[src/rtl/sierpinski_pkg.sv]
// Shared types, widths and the rule-90 update for the Sierpinski row generator.
package sierpinski_pkg;

    localparam int ROW_W = 16;
    localparam int VIS_W = 14;

    typedef logic [ROW_W-1:0] row_t;

    localparam row_t DEFAULT_SEED = 16'h0080;

    // Each cell becomes the XOR of its two neighbours; cells beyond the edges read as zero.
    function automatic row_t rule90_next(input row_t cur);
        return {cur[ROW_W-2:0], 1'b0} ^ {1'b0, cur[ROW_W-1:1]};
    endfunction

endpackage

[src/rtl/sierpinski_lfsr_rule90_step.sv]
// Combinational next-row function with a zero guard that falls back to the seed.
module sierpinski_lfsr_rule90_step
    import sierpinski_pkg::*;
#(
    parameter row_t SEED = DEFAULT_SEED
) (
    input  row_t cur_row,
    output row_t next_row,
    output logic zero_hit
);

    row_t raw_next_s;

    // Apply rule 90; an all-zero result would freeze the generator, so reload the seed.
    always_comb begin
        raw_next_s = rule90_next(cur_row);
        zero_hit   = 1'b0;
        next_row   = raw_next_s;
        if (raw_next_s == 16'h0000) begin
            zero_hit = 1'b1;
            next_row = SEED;
        end else begin
            zero_hit = 1'b0;
            next_row = raw_next_s;
        end
    end

endmodule

[src/rtl/sierpinski_lfsr.sv]
// Free-running rule-90 Sierpinski row generator; one new row per clock, middle 14 cells visible.
module sierpinski_lfsr
    import sierpinski_pkg::*;
#(
    parameter row_t SEED        = DEFAULT_SEED,
    parameter int   RESEED_ROWS = 0
) (
    input  logic             clk,
    input  logic             rst_n,
    output logic [VIS_W-1:0] lfsr_out
);

    localparam int GEN_W = (RESEED_ROWS > 0) ? $clog2(RESEED_ROWS + 1) : 1;
    localparam logic [GEN_W-1:0] GEN_LAST = (RESEED_ROWS > 0) ? GEN_W'(RESEED_ROWS - 1) : '0;

    // An all-zero seed can never produce a visible pattern.
    if (SEED == 16'h0000) begin : g_seed_check
        $error("sierpinski_lfsr: SEED must be nonzero");
    end

    row_t             row_r;
    row_t             row_nxt_s;
    row_t             step_row_s;
    logic             zero_hit_s;
    logic             reseed_s;
    logic [GEN_W-1:0] gen_r;
    logic [GEN_W-1:0] gen_nxt_s;

    sierpinski_lfsr_rule90_step #(
        .SEED(SEED)
    ) u_step (
        .cur_row (row_r),
        .next_row(step_row_s),
        .zero_hit(zero_hit_s)
    );

    // Choose between the rule-90 step and a seed reload; any reload restarts the generation count.
    always_comb begin
        reseed_s  = 1'b0;
        row_nxt_s = step_row_s;
        gen_nxt_s = gen_r;
        if (RESEED_ROWS != 0) begin
            if (gen_r == GEN_LAST) begin
                reseed_s = 1'b1;
            end else begin
                reseed_s = 1'b0;
            end
        end else begin
            reseed_s = 1'b0;
        end

        if (reseed_s || zero_hit_s) begin
            row_nxt_s = SEED;
            gen_nxt_s = '0;
        end else if (RESEED_ROWS != 0) begin
            row_nxt_s = step_row_s;
            gen_nxt_s = gen_r + GEN_W'(1);
        end else begin
            row_nxt_s = step_row_s;
            gen_nxt_s = '0;
        end
    end

    // Row and generation state; reset (active high on rst_n) forces the seed immediately.
    always_ff @(posedge clk or posedge rst_n) begin
        if (rst_n) begin
            row_r <= SEED;
            gen_r <= '0;
        end else begin
            row_r <= row_nxt_s;
            gen_r <= gen_nxt_s;
        end
    end

    assign lfsr_out = row_r[VIS_W:1];

endmodule

[config.mk]
export PLATFORM = sky130hd
export DESIGN_NAME = sierpinski_lfsr
export DESIGN_NICKNAME = d
export VERILOG_FILES = /design/src/rtl/sierpinski_pkg.sv /design/src/rtl/sierpinski_lfsr_rule90_step.sv /design/src/rtl/sierpinski_lfsr.sv
export SDC_FILE = /design/constraint.sdc
export NUM_CORES = 1
export LEC_CHECK = 0
export CAP_MARGIN = 25
export CORE_UTILIZATION = 40
export DETAILED_ROUTE_END_ITERATION = 7
export GPL_TIMING_DRIVEN = 0
export PLACE_DENSITY = 0.65
export SLEW_MARGIN = 20
export SYNTH_ARGS = -nofsm -noshare
export SYNTH_HDL_FRONTEND = slang
export SYNTH_SLANG_ARGS = --single-unit
[constraint.sdc]
create_clock -name clk -period 1.8 [get_ports clk]
set_clock_uncertainty 0.05 [all_clocks]
set_input_delay 0.36 -clock clk [delete_from_list [all_inputs] [get_ports clk]]
set_output_delay 0.36 -clock clk [all_outputs]
set_load 0.05 [all_outputs]
Yosys cells after proc, flatten, opt, wreduce, memory -nomap -nowiden

Cells that the tools add are included.

Bits in registers: 16

Mux-type cells: 3
Bitwise logic cells: 1
Reduce and logical (&&, ||, !) cells: 1

Operators by type and width:

| kind                  | count |
|---|---|
| 2-to-1 mux 16 bit     | 2 |
| logical NOT 16 bit    | 1 |
| XOR 16 x 15 -> 16 bit | 1 |
| 2-to-1 mux 1 bit      | 1 |

Longest topological paths before layout

Gate-level depths: netlist (run 1).

Word-level depth: 4
Mapped depth: 3
Gate-level depth less buffers: 3

Hierarchy

From an unflattened synthesis (run 1), not the netlist that was laid out.

Cell total of the unflattened synthesis: 76
Area total of the unflattened synthesis: 844.6 sq um

Modules (own cells, without submodules):

| module                      | instances | area each (sq um) | cells each | sequential area each (sq um) |
|---|---|---|---|---|
| sierpinski_lfsr             | 1         | 626.9             | 48         | 401.6 |
| sierpinski_lfsr_rule90_step | 1         | 217.7             | 28         | 0.0 |

Worst setup path after synthesis (run 1)

OpenSTA, ideal clock, no wires.

Path kind: reg-to-reg
From: register row_r[8]
To: register row_r[7]
Arrival: 1.255 ns
Required time: 1.689 ns
Stages on the path, launching flop included: 4
Setup time: 0.061 ns
Buffers on the path: 0
Clock period less this slack: 1.366 ns
Slack: 0.434 ns
Path through: dfrtp_1 -> or3_1 -> a222oi_1 -> a31o_1

Word-level cells in the longest chain between the ends: 4
Elaborated cells on any way between the ends: 5
Classes of those cells: mux: 3; bitwise: 1; reduce/logical: 1

Ends and longest elaborated chain:

| element                                                      | line                              | text |
|---|---|---|
| start: declaration                                           | sierpinski_lfsr.sv:21             | `row_t row_r;` |
| start signal: assignment                                     | sierpinski_lfsr.sv:70             | `row_r <= row_nxt_s;` |
| XOR 16 x 15 -> 16 bit *                                      | sierpinski_pkg.sv:13              | `return {cur[ROW_W-2:0], 1'b0} ^ {1'b0, cur[ROW_W-1:1]};` |
| logical NOT 16 bit                                           | sierpinski_lfsr_rule90_step.sv:19 | `if (raw_next_s == 16'h0000) begin` |
| 2-to-1 mux 16 bit / 2-to-1 mux 1 bit (equally long branches) | sierpinski_lfsr_rule90_step.sv:19 |  |
| 2-to-1 mux 16 bit *                                          | sierpinski_lfsr.sv:52             | `if (reseed_s \|\| zero_hit_s) begin` |
| net row_nxt_s[7]                                             | sierpinski_lfsr.sv:22             | `row_t row_nxt_s;` |

Mark *: on every way through the listed nets, which the timed path passes. The rest lies on a longest branch.

Final worst setup path (run 1)

From: register row_r[11]
To: output lfsr_out[10]

RTL lines:

| element          | line                  | text |
|---|---|---|
| end: declaration | sierpinski_lfsr.sv:10 | `output logic [VIS_W-1:0] lfsr_out` |

No word-level cell between the ends.

==> impl_metrics.toml, run 1 <==
[run_status]
status = "finished, final reports clean"

[final_layout]
most-common-layout-cells = "buf_4, dfrtp_1, xor2_1"
finalInstanceArea_um2 = 907.1
diodes = 0
synthToLayoutAreaGrowth_pct = 23.51
largest_reg_flops = 16
drive_above_1_share_pct = 37.04
fillers = 175
top_register = "row_r"
nets = 84
reg_top3 = "row_r: 16 flops"
layout_commonest_cell = "buf_4"

[cts]
cts_num_sinks = 16
cts_buffer_depth = 2
cts_hold_buf = 0
cts-root-buf = "clkbuf_4"
path_clk_slew_ns = 0.09
cts_tree = "yes"
numCtsBuffers = 3
insertion_delay_ns = 0.28
ctsHtreeMaxLevel = 1

[global_route]
grt_max_degree = 17
grt_pass1_vias = 433
antenna_found_initial = 0
track_usage_pct = 13.78
grt.overflow.total = 0
grt_pass1_wl_um = 1938

[critical_path]
cp_slowest_stage_delay_ns = 0.48
reg2reg_depth = 3
cp-startpoint = "row_r[11]"
crit_arrival_ns = 1.32
worstSetupStartpointType = "flop"
crit_chain = "buf_4 -> clkdlybuf4s15_1"
r2r_end = "row_r[7]"
cp-end-kind = "output pin"
worstPathMaxFanout = 5
regToRegStartpoint = "row_r[5]"
path_class = "flop to output pin"
endpoint = "lfsr_out[10]"
required_ns = 1.39
cp_slowest_cell = "clkdlybuf4s15_1"
r2r_setup_slack_ns = 0.33

[logic_synthesis]
syn_nets = 64
synth_mux_area_share_pct = 0
synth_top_family_by_area = "XOR/XNOR gates"
syn-instance-count = 62
synth-compound-area-share_pct = 3.578
yosysWarnings = 0
syn_area_um2 = 734.5
synthDistinctLibCells = 12
ys_seq_area_share_pct = 54.68
synth-simple-area-share_pct = 9.199
synth_adder_area_share_pct = 0
avgSynthCellArea_um2 = 11.85
synth_xor_area_share_pct = 16.70
ys_ff_latch = 16

[sta]
finalCritPeriodShare_pct = 96.06
rsz0062_at_grt = "false"
period_needed_ns = 1.729
slew_violations = 0
finalHoldViolations = 0
tightest_slew_ns = 0.6044
slew_headroom_pct = 59.66
tns_ns = 0
max_freq_mhz = 578.3
setup_viol = 0
fin_ws_ns = 0.07085

[detailed_routing]
drtAntennaViolNets = 0
drt_wl_total_um = 1124
vias = 454
first_iter_violations = 13
detail_route.wl_per_cell_um = 10.60
drcViolationCount = 0
dr.pass1.iters = 4
routed_via_density = 4.283

[die]
num_rows = 15
die_y_um = 44.85
ioPinCount = 16
dieArea_um2 = 2012
coreArea_um2 = 1727
die_w_um = 44.85
initial_core_util_pct = 42.54

[place]
portBuffers = 15
dp_hpwl_um = 800.8
placed_area_um2 = 915.9
gp_congestion = 0.6978
post-place-ws_ns = -0.06987

[min_path]
hold_path_class = "input pin to async pin"

[run]
drv_cap = 0

[power]
fin_total_pwr_uw = 597.1
power_density_nw_per_um2 = 658.2
p_leak_nw = 0.5235
vdd_drop_max_mv = 0.4337
[power by group]
group | switching [mW] | leakage [nW] | internal (mW) | total (mW)
clock | 0.106 | 0.0210 | 0.123 | 0.229
combinational | 0.00700 | 0.296 | 0.00203 | 0.00903
sequential | 0 | 0.207 | 0.359 | 0.359
[cell type report]
type | instances | area [µm²] | area share, %
sequential | 16 | 401.6 | 44.28
multi-input combinational | 29 | 216.5 | 23.86
buffer | 16 | 112.6 | 12.41
timing repair buffer | 15 | 105.1 | 11.59
clock buffer | 4 | 36.28 | 4.000
tap | 25 | 31.28 | 3.448
inverter | 1 | 3.754 | 0.4138
[routing by layer]
metal / track usage [%] / vias to the layer above / part of all wire [%]
li1: - / 227 / -
met1: 17.62 / 214 / 47
met2: 21.47 / 11 / 48
met3: 3.600 / 2 / 4.4
met4: 7.273 / 0 / 0.89
met5: 0 / - / 0
[cells by family after synthesis]
| group | Yosys count |
|---|---|
| buffers and inverters | 17 |
| DFF | 16 |
| AOI/OAI and AO/OA | 3 |
| xor gates and xnor gates | 14 |
| and+or+nand+nor | 12 |
[metrics by stage]
step                util [%]  hold WS [ns]  cells
floorplan                  -        0.2230     62
global placement       53.04        0.3940    102
detailed placement     53.04        0.3959    102
CTS                    54.49        0.4105    106
global route           52.54        0.4342    106
finish                 52.54        0.4048    106
[cell usage after synthesis, drive strengths merged]
library cell,instances,area share [%]
dfrtp,15,51
buf,14,14
xor2,14,17
or3,6,5.1
nand3,5,3.4
clkbuf,2,1.0
a222oi,1,1.4
a22oi,1,1.0
a31o,1,1.2
dfstp,1,3.6
inv,1,0.51
nor3,1,0.68
[worst min-delay path by stage]
stage / to / slack [ns] / cells after the start / startpoint
after floorplan: row_r[0] / 0.22 / 1 / rst_n
after detailed placement: row_r[1] / 0.40 / 1 / row_r[0]
after global routing: row_r[1] / 0.43 / 1 / row_r[0]
final: row_r[15] / 0.40 / 2 / rst_n
after CTS: row_r[15] / 0.41 / 2 / rst_n
after global placement: row_r[1] / 0.39 / 1 / row_r[0]
[worst max-delay path, delay by kind of cell (launching register included)]
kind,cells,cell delay [ns]
DFF,1,0.43
buffers and inverters,2,0.61
[repair_timing]
item / in CTS / in global routing
setup buffers: 0 / 0
gates resized for setup: 21 / 16
setup endpoints to repair: 14 / 11
hold endpoints to repair: 0 / 0
Note: power is estimated with default switching activity, not from simulation.
==> run 2, diff against run 1 <==
PLACE_DENSITY = 0.71   (was 0.65)
clock period = 1.4 ns   (was 1.8 ns; I/O delays follow)
==> run 2 against run 1 <==
Effect of this change:
- the run now ends with negative setup slack left
- critical path depth grew 1
- flip-flop and latch count is the same
- die area is the same
- highest routed layer unchanged
==> impl_metrics.toml, run 2 (synthesized netlist as in run 1, its figures left out) <==
[critical_path]
r2r_setup_slack_ns = -0.08
worstPathMaxFanout = 5
cp-end-kind = "flop"
cp_slowest_cell = "dfrtp_2"
crit_arrival_ns = 1.66
cp_slowest_stage_delay_ns = 0.44
crit_chain = "or3_1 -> a222oi_1 -> a31o_1"
path_delay_family = "compound AO/OA/AOI/OAI gates"
required_ns = 1.58
regToRegStartpoint = "row_r[12]"
path_class = "flop to flop"
crit_buf_inv = 0
cp-startpoint = "row_r[12]"
worstSetupStartpointType = "flop"

[power]
p_clk_share_pct = 34.6
p_switching_uw = 148.5
p_comb_share_pct = 1.6
p_leak_nw = 0.5946
power_density_nw_per_um2 = 681.0
p_int_uw = 574.9
fin_total_pwr_uw = 723.4
p_sw_share_pct = 20.52
vdd_drop_max_mv = 0.5893
pwr-share-seq_pct = 63.8

[final_layout]
layout_commonest_cell = "buf_4"
finalInstanceArea_um2 = 1062
nets = 100
diodes = 0
reg_top3 = "row_r: 16 flops"
top_register = "row_r"
final_core_util_pct = 61.52
fillers = 146
largest_reg_flops = 16
synthToLayoutAreaGrowth_pct = 44.63
drive_above_1_share_pct = 59.79
most-common-layout-cells = "buf_4, xor2_1, dfrtp_2"

[detailed_routing]
drcViolationCount = 0
dr.pass1.iters = 4
drtAntennaViolNets = 0
detail_route.wl_per_cell_um = 12.25
vias = 549
drt_wl_total_um = 1494
routed_via_density = 4.500
first_iter_violations = 21

[global_route]
grt_pass1_vias = 435
antenna_found_initial = 0
track_usage_pct = 14.14
grt_max_degree = 17
grt.overflow.total = 0
grt_pass1_wl_um = 1904

[die]
initial_core_util_pct = 42.54
die_y_um = 44.85
dieArea_um2 = 2012
die_w_um = 44.85
coreArea_um2 = 1727
ioPinCount = 16
num_rows = 15

[sta]
slew_headroom_pct = 58.85
setup_viol = 2
tightest_slew_ns = 0.6166
rsz0062_at_grt = "true"
finalCritPeriodShare_pct = 105.8
slew_violations = 0
fin_ws_ns = -0.08160
max_freq_mhz = 674.9
period_needed_ns = 1.482
finalHoldViolations = 0

[place]
post-place-ws_ns = -0.3866
gp_congestion = 0.6894
placed_area_um2 = 915.9
portBuffers = 15
dp_hpwl_um = 818.2

[cts]
numCtsBuffers = 3
cts_tree = "yes"
ctsHtreeMaxLevel = 1
cts-root-buf = "clkbuf_4"
insertion_delay_ns = 0.28
cts_num_sinks = 16
cts_buffer_depth = 2
path_clk_slew_ns = 0.09

[run]
drv_cap = 0

[run_status]
status = "complete, but fails checks"
violations = "negative setup slack"

[min_path]
hold_path_class = "input pin to async pin"
[run 2: cell types whose count changed in the layout (fill, tap and decap cells not counted), sizes merged]
cell	before	now
buf	16	43
clkdlybuf4s15	3	0
dlygate4sd2	1	0
clkbuf	14	7
[run 2: final cells by class]
type | count | area, µm² | share of cell area, %
tap | 25 | 31.28 | 2.945
inverter | 1 | 3.754 | 0.3534
timing repair buffer | 31 | 254.0 | 23.91
sequential | 16 | 414.1 | 38.99
multi-input combinational | 29 | 216.5 | 20.38
buffer | 16 | 116.4 | 10.95
clock buffer | 4 | 26.28 | 2.473
[run 2: power groups by stage]
stage | clock, mW | combinational, mW | sequential, mW
4_1_cts | 0.256 | 0.0120 | 0.462
2_1_floorplan | 0 | 0.00695 | 0.471
6_report | 0.250 | 0.0116 | 0.462
5_1_grt | 0.272 | 0.0133 | 0.462
3_5_place_dp | 0 | 0.0121 | 0.471
3_3_place_gp | 0 | 0.0120 | 0.471
[run 2: metal layers]
| metal | share of wire, % | wire, µm | GRT usage [%] | vias to the layer above |
|---|---|---|---|---|
| met3 | 3.7 | 56 | 3.600 | 10 |
| met2 | 50 | 752 | 21.18 | 22 |
| met1 | 42 | 632 | 18.23 | 253 |
| met5 | 0 | 0 | 0 | - |
| met4 | 3.5 | 52 | 9.091 | 0 |
| li1 | - | - | - | 264 |
[run 2: what timing repair did]
action	4_1_cts	5_1_grt
pin swaps	2	3
gates resized for setup	90	10
hold buffers	0	0
setup endpoints to repair	15	13
setup buffers	5	11
[run 2: path summary, 6_finish.rpt]
check | to | cells after the start
worst max-delay path | row_r[7] | 3
worst min-delay path | row_r[11] | 2
min in group clk | row_r[1] | 1
max in group asynchronous | row_r[3] | 2
worst min register to register | row_r[1] | 1
worst max register to register | row_r[7] | 3
[run 2: per-stage QoR]
step	TNS [ns]	hold slack, ns	cells
5_1_grt	-0.1931	0.3452	122
3_5_place_dp	-3.932	0.4048	102
2_1_floorplan	0	0.1430	62
4_1_cts	-0.06208	0.3147	111
6_report	-0.1340	0.3096	122
3_3_place_gp	-3.824	0.3950	102
==> variant, RTL diff (config.mk and constraints of run 1) <==
The package constant `ROW_W` goes from 16 to 18.
--- a/src/rtl/sierpinski_pkg.sv
+++ b/src/rtl/sierpinski_pkg.sv
@@ -3,3 +3,3 @@
 
-    localparam int ROW_W = 16;
+    localparam int ROW_W = 18;
     localparam int VIS_W = 14;
Check against the original RTL: no difference found for any inputs over 10 cycles, from zero or initial values and one cycle with rst_n high; that may be too few to reach the edited logic, so the function may still have changed.
==> variant against run 1 <==
Worst setup slack worse by 0.0078 ns; design area up 6.8%; sequential cell count up 2; power up 9.8%; combinational power up 2.9%; routed wire length down 2.6%; synthesized area up 5.6%; core utilization up 2.4 points; critical path type unchanged; critical endpoint is now lfsr_out[5].
==> variant: results (changes against run 1) <==
INFO  drt            dr_wl_met3=55um [+12%]
INFO  power_and_ir_drop seq_power_share=61.6% [+1.4 points]
INFO  synth          synth_common_cells=sky130_fd_sc_hd__dfrtp_1, sky130_fd_sc_hd__xor2_1, sky130_fd_sc_hd__buf_4
INFO  power_and_ir_drop power.ir.vdd_worst=0.496mV [+14%]
INFO  setup_path     endpoint=lfsr_out[5]
INFO  synth          syn_nets=62 [-3.1%]
INFO  synth          synth_top_cells_by_area=sky130_fd_sc_hd__dfrtp_1, sky130_fd_sc_hd__xor2_1, sky130_fd_sc_hd__buf_4
INFO  power_and_ir_drop p_comb=0.00000929W [+2.9%]
INFO  placed_design  dp.final_hpwl=804um [+0.45%]
INFO  clock_tree     postcts_resize_cnt=17 [-19%]
INFO  sta            tightest_slew=0.641ns [+0.0371 ns]
INFO  synth          synth_compound_gate_area_share=3.06% [-0.51 points]
INFO  drt            detail_route.wl_per_cell=10.5um [-0.71%]
INFO  power_and_ir_drop power_leakage=0.541nW [+3.4%]
INFO  drt            detailedRoute.firstIterationViolations=2 [-11]
INFO  cells_and_area num-nets-final=82 [-2.4%]
INFO  placed_design  dpl_worst_slack=-0.0369ns [+0.0329 ns]
INFO  global_route   globalRouteTotalUtil=12.8% [-1.0 points]
INFO  sta            timing.hold.ws=0.398ns [-0.00729 ns]
INFO  sta            finalWorstSetupSlack=0.0630ns [-0.00782 ns]
INFO  setup_path     reg2reg_depth=4 [+1]
INFO  drt            wl_met1=560um [+6.3%]
INFO  setup_path     timing.critical_path.from=row_r[6]$_DFF_PP0_
INFO  cells_and_area final_cell_count_no_fill=104 [-1.9%]
INFO  synth          netlist-cell-type-count=14 [+2]
INFO  power_and_ir_drop total_power=0.000656W [+9.8%]
INFO  global_route   grt_pass1_wl=1.78mm [-8.2%]
INFO  cells_and_area fillcell_total=183 [+4.6%]
INFO  power_and_ir_drop power.internal=0.000529W [+9.3%]
INFO  global_route   vias_in_the_first_global_route=401 [-7.4%]
INFO  synth          postSynthCellCount=60 [-3.2%]
INFO  outcome        outcome=finished, final reports clean
INFO  setup_path     reg2reg_setup_slack=0.27ns [-0.06 ns]
INFO  synth          seq_area_frac_synth=58.2% [+3.5 points]
INFO  cells_and_area biggestRegsByFlops=row_r (18)
INFO  setup_path     worst-path-max-fanout=3 [-2]
INFO  setup_path     worst_reg2reg_startpoint=row_r[2]$_DFF_PP0_
INFO  placed_design  placed_cell_area=957um^2 [+4.5%]
INFO  synth          synth_xor_xnor_area_share=18.1% [+1.4 points]
INFO  global_route   grt_max_degree=19 [+2]
-- variant: area by class of cell --
type                            count  area, um^2  area share [%]
Multi-Input combinational cell     25         208            21.4
Buffer                             16         113            11.6
Clock buffer                        4        36.3            3.75
Tap cell                           25        31.3            3.23
Timing Repair Buffer               15         125            12.9
Sequential cell                    18         452            46.6
Inverter                            1        3.75           0.388
-- variant: worst max-delay path, cell delays in order (launching register included) --
cell and delay [ns]:
sky130_fd_sc_hd__dfrtp_1 0.41, sky130_fd_sc_hd__buf_4 0.12, sky130_fd_sc_hd__dlygate4sd2_1 0.51
-- variant: logic make-up (layout without fill, tap and decap cells) --
kind of cell / after synthesis / count (layout)
xor+xnor: 16 / 16
buf+inv: 17 / 36
simple gates: 7 / 7
compound gates: 2 / 2
flops: 18 / 18
-- variant: per-layer routing --
layer  GRT usage, %  up-vias
li1               -      220
met1           17.6      214
met2           18.0       14
met3           4.76        2
met4           5.29        0
met5              0        -
